==> src/rtl/quad_pkg.sv <==
// Shared constants and helpers for the quadrature encoder emulator:
// Gray-code stepping and symmetric saturating addition.
package quad_pkg;

  typedef logic signed [31:0] wide_t;

  localparam logic [1:0] QUAD_IDLE = 2'b11;

  // dir = 1 walks 00->10->11->01->00, dir = 0 walks the reverse sequence.
  function automatic logic [1:0] quad_next(input logic [1:0] state, input logic dir);
    logic [1:0] nxt;
    case (state)
      2'b00:   nxt = dir ? 2'b10 : 2'b01;
      2'b10:   nxt = dir ? 2'b11 : 2'b00;
      2'b11:   nxt = dir ? 2'b01 : 2'b10;
      default: nxt = dir ? 2'b00 : 2'b11;
    endcase
    return nxt;
  endfunction

  // Clamp to +/-(2^(acc_w-1)-1) so the most negative code is never produced.
  function automatic wide_t sat_add(input wide_t acc, input wide_t delta, input int acc_w);
    wide_t lim;
    wide_t sum;
    lim = (wide_t'(1) <<< (acc_w - 1)) - wide_t'(1);
    sum = acc + delta;
    if (sum > lim) return lim;
    if (sum < -lim) return -lim;
    return sum;
  endfunction

endpackage

==> src/rtl/quad_encoder_chan.sv <==
// One encoder channel: delta accumulator draining into a Gray AB stream,
// plus a synchronised, edge-divided pass-through of a physical encoder.
module quad_encoder_chan
  import quad_pkg::*;
#(
  parameter int ACC_W   = 12,
  parameter int DELTA_W = 12,
  parameter int RAW_DIV = 1
) (
  input  logic                      clk_12m,
  input  logic                      reset,
  input  logic                      tick,
  input  logic                      delta_valid,
  input  logic signed [DELTA_W-1:0] delta,
  input  logic                      delta_set,
  input  logic                      raw_a,
  input  logic                      raw_b,
  output logic [1:0]                enc,
  output logic                      busy,
  output logic                      raw_active
);

  localparam int CNT_W = (RAW_DIV > 1) ? $clog2(RAW_DIV) : 1;
  localparam logic [CNT_W-1:0] CNT_LAST = CNT_W'(RAW_DIV - 1);

  logic signed [ACC_W-1:0] acc;
  logic signed [ACC_W-1:0] acc_next;
  logic [1:0]              emu_q;
  logic [1:0]              raw_q;
  logic [1:0]              sync_p0;
  logic [1:0]              sync_p1;
  logic [1:0]              sync_prev;
  logic [CNT_W-1:0]        edge_cnt;
  logic                    step_due;
  logic                    a_edge;
  wide_t                   tick_step;
  wide_t                   sum;

  assign step_due = tick && (acc != '0);
  assign a_edge   = sync_p1[1] ^ sync_prev[1];

  // In set mode a step due on this tick is still emitted, but its decrement is dropped.
  always_comb begin
    tick_step = '0;
    sum       = '0;
    if (step_due) tick_step = acc[ACC_W-1] ? -wide_t'(1) : wide_t'(1);
    if (delta_valid) begin
      if (delta_set) sum = sat_add(wide_t'(delta), '0, ACC_W);
      else           sum = sat_add(wide_t'(acc), wide_t'(delta) - tick_step, ACC_W);
    end else begin
      sum = wide_t'(acc) - tick_step;
    end
    acc_next = ACC_W'(sum);
  end

  always_ff @(posedge clk_12m or negedge reset) begin
    if (!reset) begin
      acc        <= '0;
      busy       <= 1'b0;
      emu_q      <= QUAD_IDLE;
      raw_q      <= QUAD_IDLE;
      raw_active <= 1'b0;
      sync_p0    <= QUAD_IDLE;
      sync_p1    <= QUAD_IDLE;
      sync_prev  <= QUAD_IDLE;
      edge_cnt   <= '0;
    end else begin
      acc  <= acc_next;
      busy <= (acc_next != '0);
      if (step_due) emu_q <= quad_next(emu_q, ~acc[ACC_W-1]);

      sync_p0   <= {raw_a, raw_b};
      sync_p1   <= sync_p0;
      sync_prev <= sync_p1;

      // Direction comes from A^B after the edge: 1 walks the reverse sequence.
      if (a_edge) begin
        if (edge_cnt == CNT_LAST) begin
          edge_cnt <= '0;
          raw_q    <= quad_next(raw_q, ~^sync_p1);
        end else begin
          edge_cnt <= edge_cnt + 1'b1;
        end
      end

      if (sync_p1 != sync_prev) raw_active <= 1'b1;
      else if (delta_valid)     raw_active <= 1'b0;
    end
  end

  assign enc = raw_active ? raw_q : emu_q;

endmodule

==> src/rtl/quad_encoder_emu.sv <==
// Multi-channel quadrature encoder emulator: a shared step-rate tick
// feeding CHANNELS independent encoder channels.
module quad_encoder_emu
  import quad_pkg::*;
#(
  parameter int CHANNELS    = 2,
  parameter int ACC_W       = 12,
  parameter int DELTA_W     = 12,
  parameter int STEP_PERIOD = 3000,
  parameter int RAW_DIV     = 1
) (
  input  logic                          clk_12m,
  input  logic                          reset,
  input  logic [CHANNELS-1:0]           delta_valid,
  input  logic [CHANNELS*DELTA_W-1:0]   delta,
  input  logic [CHANNELS-1:0]           delta_set,
  input  logic [CHANNELS-1:0]           raw_a,
  input  logic [CHANNELS-1:0]           raw_b,
  output logic [2*CHANNELS-1:0]         enc,
  output logic [CHANNELS-1:0]           busy,
  output logic [CHANNELS-1:0]           raw_active
);

  localparam int STEP_W = (STEP_PERIOD > 1) ? $clog2(STEP_PERIOD) : 1;
  localparam logic [STEP_W-1:0] STEP_LAST = STEP_W'(STEP_PERIOD - 1);

  logic [STEP_W-1:0] step_cnt;
  logic              tick;

  assign tick = (step_cnt == STEP_LAST);

  always_ff @(posedge clk_12m or negedge reset) begin
    if (!reset)    step_cnt <= '0;
    else if (tick) step_cnt <= '0;
    else           step_cnt <= step_cnt + 1'b1;
  end

  for (genvar i = 0; i < CHANNELS; i++) begin : g_chan
    quad_encoder_chan #(
      .ACC_W   (ACC_W),
      .DELTA_W (DELTA_W),
      .RAW_DIV (RAW_DIV)
    ) u_chan (
      .clk_12m     (clk_12m),
      .reset       (reset),
      .tick        (tick),
      .delta_valid (delta_valid[i]),
      .delta       (delta[i*DELTA_W +: DELTA_W]),
      .delta_set   (delta_set[i]),
      .raw_a       (raw_a[i]),
      .raw_b       (raw_b[i]),
      .enc         (enc[2*i +: 2]),
      .busy        (busy[i]),
      .raw_active  (raw_active[i])
    );
  end

endmodule
==> config.mk <==
export PLATFORM = sky130hd
export DESIGN_NAME = quad_encoder_emu
export DESIGN_NICKNAME = d
export VERILOG_FILES = /design/src/rtl/quad_pkg.sv /design/src/rtl/quad_encoder_chan.sv /design/src/rtl/quad_encoder_emu.sv
export SDC_FILE = /design/constraint.sdc
export NUM_CORES = 1
export LEC_CHECK = 0
export ABC_CLOCK_PERIOD_IN_PS = 6750
export BUFFER_PORTS_ARGS = -buffer_cell sky130_fd_sc_hd__buf_2
export CAP_MARGIN = 20
export CORE_UTILIZATION = 50
export DETAILED_ROUTE_END_ITERATION = 16
export MAX_ROUTING_LAYER = met4
export PLACE_DENSITY = 0.71
export REMOVE_ABC_BUFFERS = 1
export SKIP_CTS_REPAIR_TIMING = 1
export SYNTH_ARGS = -nofsm -noshare
export SYNTH_HDL_FRONTEND = slang
export SYNTH_SLANG_ARGS = --single-unit
export TNS_END_PERCENT = 100
==> constraint.sdc <==
create_clock -name clk_12m -period 6.75 [get_ports clk_12m]
set_input_delay 2.025 -clock clk_12m [delete_from_list [all_inputs] [get_ports clk_12m]]
set_output_delay 2.025 -clock clk_12m [all_outputs]
set_load 0.02 [all_outputs]
==> summary.md, run 1 <==
| Metric | Value |
|---|---|
| Final #Nets | 922 |
| Final ANT Viol Nets | 0 |
| Post-Synth Adder-Cell Area | 21.1% |
| Vias per Instance | 5.65 |
| Number of diodes | 0 |
| Clock sink total | 60 |
| VDD IR max | 0.330 mV |
| Reg-to-reg startpoint | step_cnt[0] |
| Crit Path Max Fanout | 4 |
| Max-cap viol count | 0 |
| Clk slew on worst S/H paths | 0.05 ns |
| Worst hold path class | register to register |
| Pwr/cell area | 510 mW/mm² |
| # DRC | 0 |
| # H-tree levels | 3 |
| Netlist cell types | 69 |
| Slew headroom | 50.4% |
| HP Start | g_chan[0].u_chan.sync_p0[1] |
| Io pins | 42 |
| Leak pwr | 3.24 nW |
| Top-area cell type share of the netlist area | 16.0% |
| Multiplexer share of the synthesized area | 1.68% |
| Layout area overhead | 13.9% |
| Power Total | 0.00364 W |
| Period utilization | 96.0% |
| Hpwl dp | 12600 µm |
| Main flop type after synthesis | dfrtp_1 |
| Hold Path Depth | 0 |
| Initial Util | 51.7% |
| CP cell instances | buf_2, inv_1, fa_1, inv_1, ha_1, nor2b_1, o31a_1, o211ai_1, a21boi_0, or2_2, a21o_1, fa_1, nand2_1, nor4_2, nand2_1, a211oi_1, a211oi_1, a211oi_1, buf_4, o31a_1, a31oi_2, nor4_1, nand4b_1 |
| Vias | 5511 |
| Worst Path Required | 6.94 ns |
| Synth warnings | 0 |
| Total grt overflow | 0 |
| Site row count | 40 |
| Reg2reg end | g_chan[1].u_chan.busy |
| Worst-Skew Late Latency | 0.33 ns |
| Mapped Area | 0.00626 mm² |
| CTS Buf Count | 9 |
| Fillers | 1082 |
| Die ar. | 0.0130 mm² |
| Post-synth top area cell | dfrtp_1 |
| Ranking of synthesized cells by area | dfrtp_1 (16%), fa_1 (11%), ha_1 (10%) |
| R2r setup slk | 0.53 ns |
| Startpoint type of the worst setup path | input pin |
| Register area share after synthesis | 24.4% |
| Crit end category | register |
| First-pass GRT wire length | 26200 µm |
| CP max stage cell | fa_1 |
| Cell Area, Placed | 0.00679 mm² |
| Worst path top cell family by delay | compound AO/OA/AOI/OAI gates |
| Number of flops mapped to enable cells by yosys | 0 |
| PortBufs | 41 |
| #FFs+latches synth | 60 |
| Max incr delay on CP | 0.56 ns |
| R2R cell count | 26 |
| First-pass DRT Iterations | 6 |
| Routed len/inst | 16.0 µm |
| Status | complete, no violations |
| Final wirelength | 15600 µm |
| Post-route design area | 0.00713 mm² |
| Largest family of logic cells by synthesized area | adder cells |
| Fraction of layout cells with a size suffix above 1 | 15.0% |
| Most frequent cells after synthesis | inv_1 (110), nor2_1 (60), nand2_1 (58), ha_1 (51), o21ai_0 (43) |
| GP Congestion | 0.897 |
| Setup-failing EPs final | 0 |
| Share of flip-flops with an asynchronous set or reset | 100% |
| Most common cell in the netlist | inv_1 |
| Maximum clock frequency | 0.154 GHz |
| Critical path class | input pin to register |
| Global-route usage over all layers | 26.3% |
| Final Hold Viols | 0 |
| Fin. max-slew vios | 0 |
| First DRT Iteration DRCs | 380 |
| Synth Area in Compound Gates | 19.1% |
| Post-Route Skew | 0.00706 ns |
| DIE HEIGHT | 114 µm |
| Vias in the first global route | 5577 |
| Mapped Cells | 740 |
| Simple-Gate Fraction of Synth Area | 19.2% |
| Clock tree buffer depth | 2 |
| Initial antenna violation count | 0 |
| Most used cell along the critical path | a211oi_1 |
| Slew @ Worst Pin | 0.743 ns |
| Core area | 0.0121 mm² |
| XOR/XNOR Fraction of Synth Area | 6.99% |
| Worst EP arrival | 6.67 ns |
| CTS tree | yes |
| Mean Syn Cell Area | 8.46 µm² |
| Largest net degree at the start of global routing | 61 |
| Width of the die | 114 µm |
| WP buf/inv | 4 |
| Hold Path End | g_chan[0].u_chan.sync_p1[1] |
| Crit path depth | 23 |
| Root Buffer | clkbuf_16 |
| Final Critical Period | 6.48 ns |
-- worst reg2reg max path: stages (launching register included) --
cell      delay (ns)
dfrtp_1         0.37
ha_1            0.26
nand4_1         0.11
nor3_1          0.29
nand2_1         0.11
inv_1           0.50
fa_1            0.53
inv_1           0.07
ha_1            0.24
nor2b_1         0.15
o31a_1          0.28
o211ai_1        0.25
a21boi_0        0.15
or2_2           0.32
a21o_1          0.20
fa_1            0.56
nand2_1         0.08
nor4_2          0.21
nand2_1         0.10
a211oi_1        0.22
a211oi_1        0.08
a211oi_1        0.20
buf_4           0.17
o31a_1          0.16
a31oi_2         0.10
nor4_1          0.25
nand4b_1        0.12
-- how the worst max path moves through the flow --
stage / from / endpoint / slack, ns
final: delta[14] / g_chan[1].u_chan.busy / 0.27
after global routing: delta[14] / g_chan[1].u_chan.busy / -0.05
after CTS: delta[2] / g_chan[0].u_chan.busy / 0.28
after detailed placement: delta[14] / g_chan[1].u_chan.busy / -0.04
after global placement: delta[14] / g_chan[1].u_chan.busy / 0.03
after floorplan: step_cnt[0] / g_chan[1].u_chan.busy / -0.39
-- placed cells by master, fill, tap and decap left out, types with 7 or more instances in the layout --
cell type | netlist | layout
inv_1 | 110 | 110
nor2_1 | 60 | 60
nand2_1 | 58 | 58
ha_1 | 51 | 51
o21ai_0 | 43 | 43
buf_2 | 0 | 41
dfrtp_1 | 40 | 40
fa_1 | 34 | 34
a21oi_1 | 34 | 33
xnor2_1 | 31 | 31
buf_4 | 4 | 24
dfstp_2 | 20 | 20
xor2_1 | 19 | 19
nor4_1 | 17 | 16
nand3_1 | 15 | 15
nand2b_1 | 14 | 14
a21o_1 | 13 | 13
nor2b_1 | 13 | 13
nor3_1 | 12 | 12
o21a_1 | 12 | 12
clkbuf_16 | 0 | 9
a211oi_1 | 8 | 8
a31oi_1 | 8 | 8
o211ai_1 | 7 | 7
-- where the power goes --
group | total, W | leakage, nW | switching [W] | internal, W
clock | 0.000473 | 0.148 | 0.000157 | 0.000316
sequential | 0.000545 | 0.686 | 0.0000965 | 0.000449
combinational | 0.00262 | 2.41 | 0.00148 | 0.00114
total | 0.00364 | 3.24 | 0.00173 | 0.00190
-- sequential cells by signal (all words and copies together) (netlist names) --
| register | count |
|---|---|
| g_chan.u_chan.sync_p1 | 4 |
| g_chan.u_chan.busy | 2 |
| g_chan.u_chan.acc | 24 |
| g_chan.u_chan.raw_active | 2 |
| g_chan.u_chan.sync_p0 | 4 |
| g_chan.u_chan.sync_prev | 4 |
| g_chan.u_chan.raw_q | 4 |
| step_cnt | 12 |
| g_chan.u_chan.emu_q | 4 |
-- layer usage --
layer / track usage (%) / routed length [µm] / vias up
li1: - / - / 2692
met1: 33.8 / 7050 / 2656
met2: 43.2 / 7600 / 133
met3: 2.82 / 606 / 30
met4: 9.35 / 340 / 0
met5: - / 0 / -
-- layout make-up --
class                           instances  area [µm²]  share of cell area (%)
Inverter                              111         417                    5.84
Timing Repair Buffer                   65         385                    5.40
Clock buffer                           13         270                    3.79
Clock inverter                          3        45.0                   0.632
Tap cell                              168         210                    2.95
Sequential cell                        60        1530                    21.4
Multi-Input combinational cell        556        4280                    60.0
-- through the flow --
stage | cells | TNS [ns] | hold WS [ns] | setup WS (ns) | util, %
6_report | 976 | 0 | 0.354 | 0.269 | 58.9
5_1_grt | 976 | -0.0481 | 0.358 | -0.0481 | 58.9
4_1_cts | 976 | 0 | 0.354 | 0.276 | 58.7
3_5_place_dp | 960 | -0.0511 | 0.347 | -0.0384 | 56.1
3_3_place_gp | 960 | 0 | 0.346 | 0.0333 | 56.1
2_1_floorplan | 727 | -0.537 | 0.345 | -0.390 | -
-- cell families after synthesis --
group           count (synthesis)
simple gates                  233
compound gates                178
buf+inv                       124
fa+ha+maj                      85
flops                          60
xor+xnor                       50
mux                            10
(Power assumes the default switching activity.)
==> run 2, diff against run 1 <==
--- a/config.mk
+++ b/config.mk
@@ -5,13 +5,12 @@
 export SDC_FILE = /design/constraint.sdc
 export NUM_CORES = 1
 export LEC_CHECK = 0
-export ABC_CLOCK_PERIOD_IN_PS = 6750
+export ABC_CLOCK_PERIOD_IN_PS = 6800
 export BUFFER_PORTS_ARGS = -buffer_cell sky130_fd_sc_hd__buf_2
-export CAP_MARGIN = 20
 export CORE_UTILIZATION = 50
 export DETAILED_ROUTE_END_ITERATION = 16
 export MAX_ROUTING_LAYER = met4
-export PLACE_DENSITY = 0.71
+export PLACE_DENSITY = 0.68
 export REMOVE_ABC_BUFFERS = 1
 export SKIP_CTS_REPAIR_TIMING = 1
 export SYNTH_ARGS = -nofsm -noshare
==> constraint.sdc (replaced) <==
create_clock -name clk_12m -period 6.8 [get_ports clk_12m]
set_input_delay 2.04 -clock clk_12m [delete_from_list [all_inputs] [get_ports clk_12m]]
set_output_delay 2.04 -clock clk_12m [all_outputs]
set_load 0.02 [all_outputs]
==> run 2 against run 1 <==
  * Clock skew down 0.0019 ns
  * First-iteration DRC count down 15%
  * Clock power down 9.9%
  * Setup slack worse by 0.077 ns
  * Total power down 2.7%
  * Utilization down 0.052 points
  * Sequential cell count unchanged
  * Non-clock buffer count unchanged
  * Register-to-register slack worse by 0.08 ns
==> summary.md, run 2 (synthesis gave the netlist of run 1 again) <==
| Metric | Value |
|---|---|
| Worst EP arrival | 6.79 ns (was 6.67 ns) |
| Clock sink total | 60 (unchanged) |
| Status | complete, no violations (unchanged) |
| Non-Filler Instances | 976 (unchanged) |
| Io pins | 42 (unchanged) |
| Leak pwr | 3.23 nW (was 3.24 nW) |
| Site row count | 40 (unchanged) |
| Root Buffer | clkbuf_16 (unchanged) |
| Initial antenna violation count | 0 (unchanged) |
| Hold slack | 0.354 ns (about the same) |
| Clock tree buffer depth | 2 (unchanged) |
| Largest registers | g_chan.u_chan.acc x24, step_cnt x12 (unchanged) |
| Placed cells | 960 (unchanged) |
| Most frequent cells in the layout | inv_1 (110), nor2_1 (60), nand2_1 (58), ha_1 (51), o21ai_0 (43) (unchanged) |
| PortBufs | 41 (unchanged) |
| Crit Path Max Fanout | 4 (unchanged) |
| Post-Route Skew | 0.00511 ns (was 0.00706 ns) |
| DIE HEIGHT | 114 µm (unchanged) |
| Global-route usage over all layers | 25.9% (was 26.3%) |
| Fraction of layout cells with a size suffix above 1 | 15.3% (was 15.0%) |
| Routed len/inst | 15.5 µm (was 16.0 µm) |
| Number of diodes | 0 (unchanged) |
| First-pass DRT Iterations | 5 (was 6) |
| # DRC | 0 (unchanged) |
| Final #Nets | 922 (unchanged) |
| Final Critical Period | 6.61 ns |
| Initial Util | 51.7% (unchanged) |
| Worst hold path class | register to register (unchanged) |
| Die ar. | 0.0130 mm² (unchanged) |
| Vias in the first global route | 5634 (was 5577) |
| Setup-failing EPs final | 0 (unchanged) |
| Pwr/cell area | 497 mW/mm² (was 510 mW/mm²) |
| Slew @ Worst Pin | 0.749 ns (was 0.743 ns) |
| Vias per Instance | 5.65 (about the same) |
| Core area | 0.0121 mm² (unchanged) |
| Number of flip-flops in the largest register | 24 (unchanged) |
| Layout area overhead | 13.8% (was 13.9%) |
| # H-tree levels | 3 (unchanged) |
| Final Hold Viols | 0 (unchanged) |
| CTS Buf Count | 9 (unchanged) |
| Worst-Skew Late Latency | 0.33 ns (about the same) |
| Worst Path Required | 6.99 ns (was 6.94 ns) |
| Slew headroom | 50.1% (was 50.4%) |
| Hpwl dp | 12200 µm (was 12600 µm) |
| Final wirelength | 15200 µm (was 15600 µm) |
| Largest net degree at the start of global routing | 61 (unchanged) |
| Maximum clock frequency | 0.151 GHz |
| CTS tree | yes (unchanged) |
| Crit end category | register (unchanged) |
| Max-cap viol count | 0 (unchanged) |
| Startpoint type of the worst setup path | input pin (unchanged) |
| First-pass GRT wire length | 26100 µm (was 26200 µm) |
| Critical path class | input pin to register (unchanged) |
| Cell Area, Placed | 0.00679 mm² (unchanged) |
| Clk slew on worst S/H paths | 0.05 ns (about the same) |
| Final ANT Viol Nets | 0 (unchanged) |
| Fillers | 1103 (was 1082) |
| Post-route design area | 0.00712 mm² (was 0.00713 mm²) |
| Period utilization | 97.2% |
| GP Congestion | 0.930 (was 0.897) |
| Commonest non-fill, non-tap cell in the layout | inv_1 (unchanged) |
| Total grt overflow | 0 (unchanged) |
| Largest register by flop count | g_chan.u_chan.acc (unchanged) |
| VDD IR max | 0.329 mV (was 0.330 mV) |
| Width of the die | 114 µm (unchanged) |
| Fin. max-slew vios | 0 (unchanged) |
| First DRT Iteration DRCs | 324 (was 380) |
| Setup Total Neg Slack | 0 ns (unchanged) |
| Vias | 5517 (was 5511) |
## run 2: critical path: stages
cell and delay (ns):
buf_2 0.12, fa_1 0.58, inv_1 0.07, fa_1 0.43
nor2b_1 0.31, o31ai_4 0.13, a311oi_2 0.29, o21ai_0 0.18
nand2_1 0.13, a21o_1 0.14, fa_1 0.44, or4_4 0.56
nor4b_4 0.36, nor2_2 0.12, a221oi_1 0.29, nand2_1 0.11
or4_1 0.50
## run 2: layout make-up
| type | count | area [µm²] | area share [%] |
|---|---|---|---|
| multi-input combinational | 556 | 4300 | 60.3 |
| sequential | 60 | 1530 | 21.4 |
| timing repair buffer | 65 | 385 | 5.41 |
| tap | 168 | 210 | 2.95 |
| clock buffer | 11 | 253 | 3.55 |
| clock inverter | 5 | 36.3 | 0.509 |
| inverter | 111 | 417 | 5.85 |
## run 2: worst paths after layout
| check | cells after the start | slack [ns] | startpoint | to |
|---|---|---|---|---|
| setup / recovery | 17 | 0.19 | delta[1] | g_chan[0].u_chan.busy |
| setup reg to reg | 24 | 0.45 | step_cnt[0] | g_chan[0].u_chan.busy |
| max in group asynchronous | 2 | 4.43 | reset | step_cnt[11] |
| hold / removal | 0 | 0.35 | g_chan[0].u_chan.sync_p0[1] | g_chan[0].u_chan.sync_p1[1] |
| min in group asynchronous | 2 | 1.86 | reset | step_cnt[10] |
| hold reg to reg | 0 | 0.35 | g_chan[0].u_chan.sync_p0[1] | g_chan[0].u_chan.sync_p1[1] |
## run 2: report_power, final
part	leakage, nW	internal [W]	switching [W]
sequential	0.686	0.000446	0.0000949
clock	0.134	0.000266	0.000160
combinational	2.41	0.00112	0.00145
total	3.23	0.00183	0.00171
## run 2: per-layer routing
metal	global-route usage, %	vias to the layer above	part of all wire [%]
met5	-	-	0
met1	32.2	2625	45
met2	43.9	165	49
met4	7.01	0	1.6
met3	4.09	27	4.5
li1	-	2700	-
## run 2: through the flow
step,setup slack [ns],power (W),utilization (%)
after floorplan,-0.340,0.00243,-
after global placement,-0.0868,0.00297,56.1
after detailed placement,-0.259,0.00304,56.1
after CTS,-0.0186,0.00349,58.5
after global routing,-0.0239,0.00388,58.8
final,0.192,0.00354,58.8
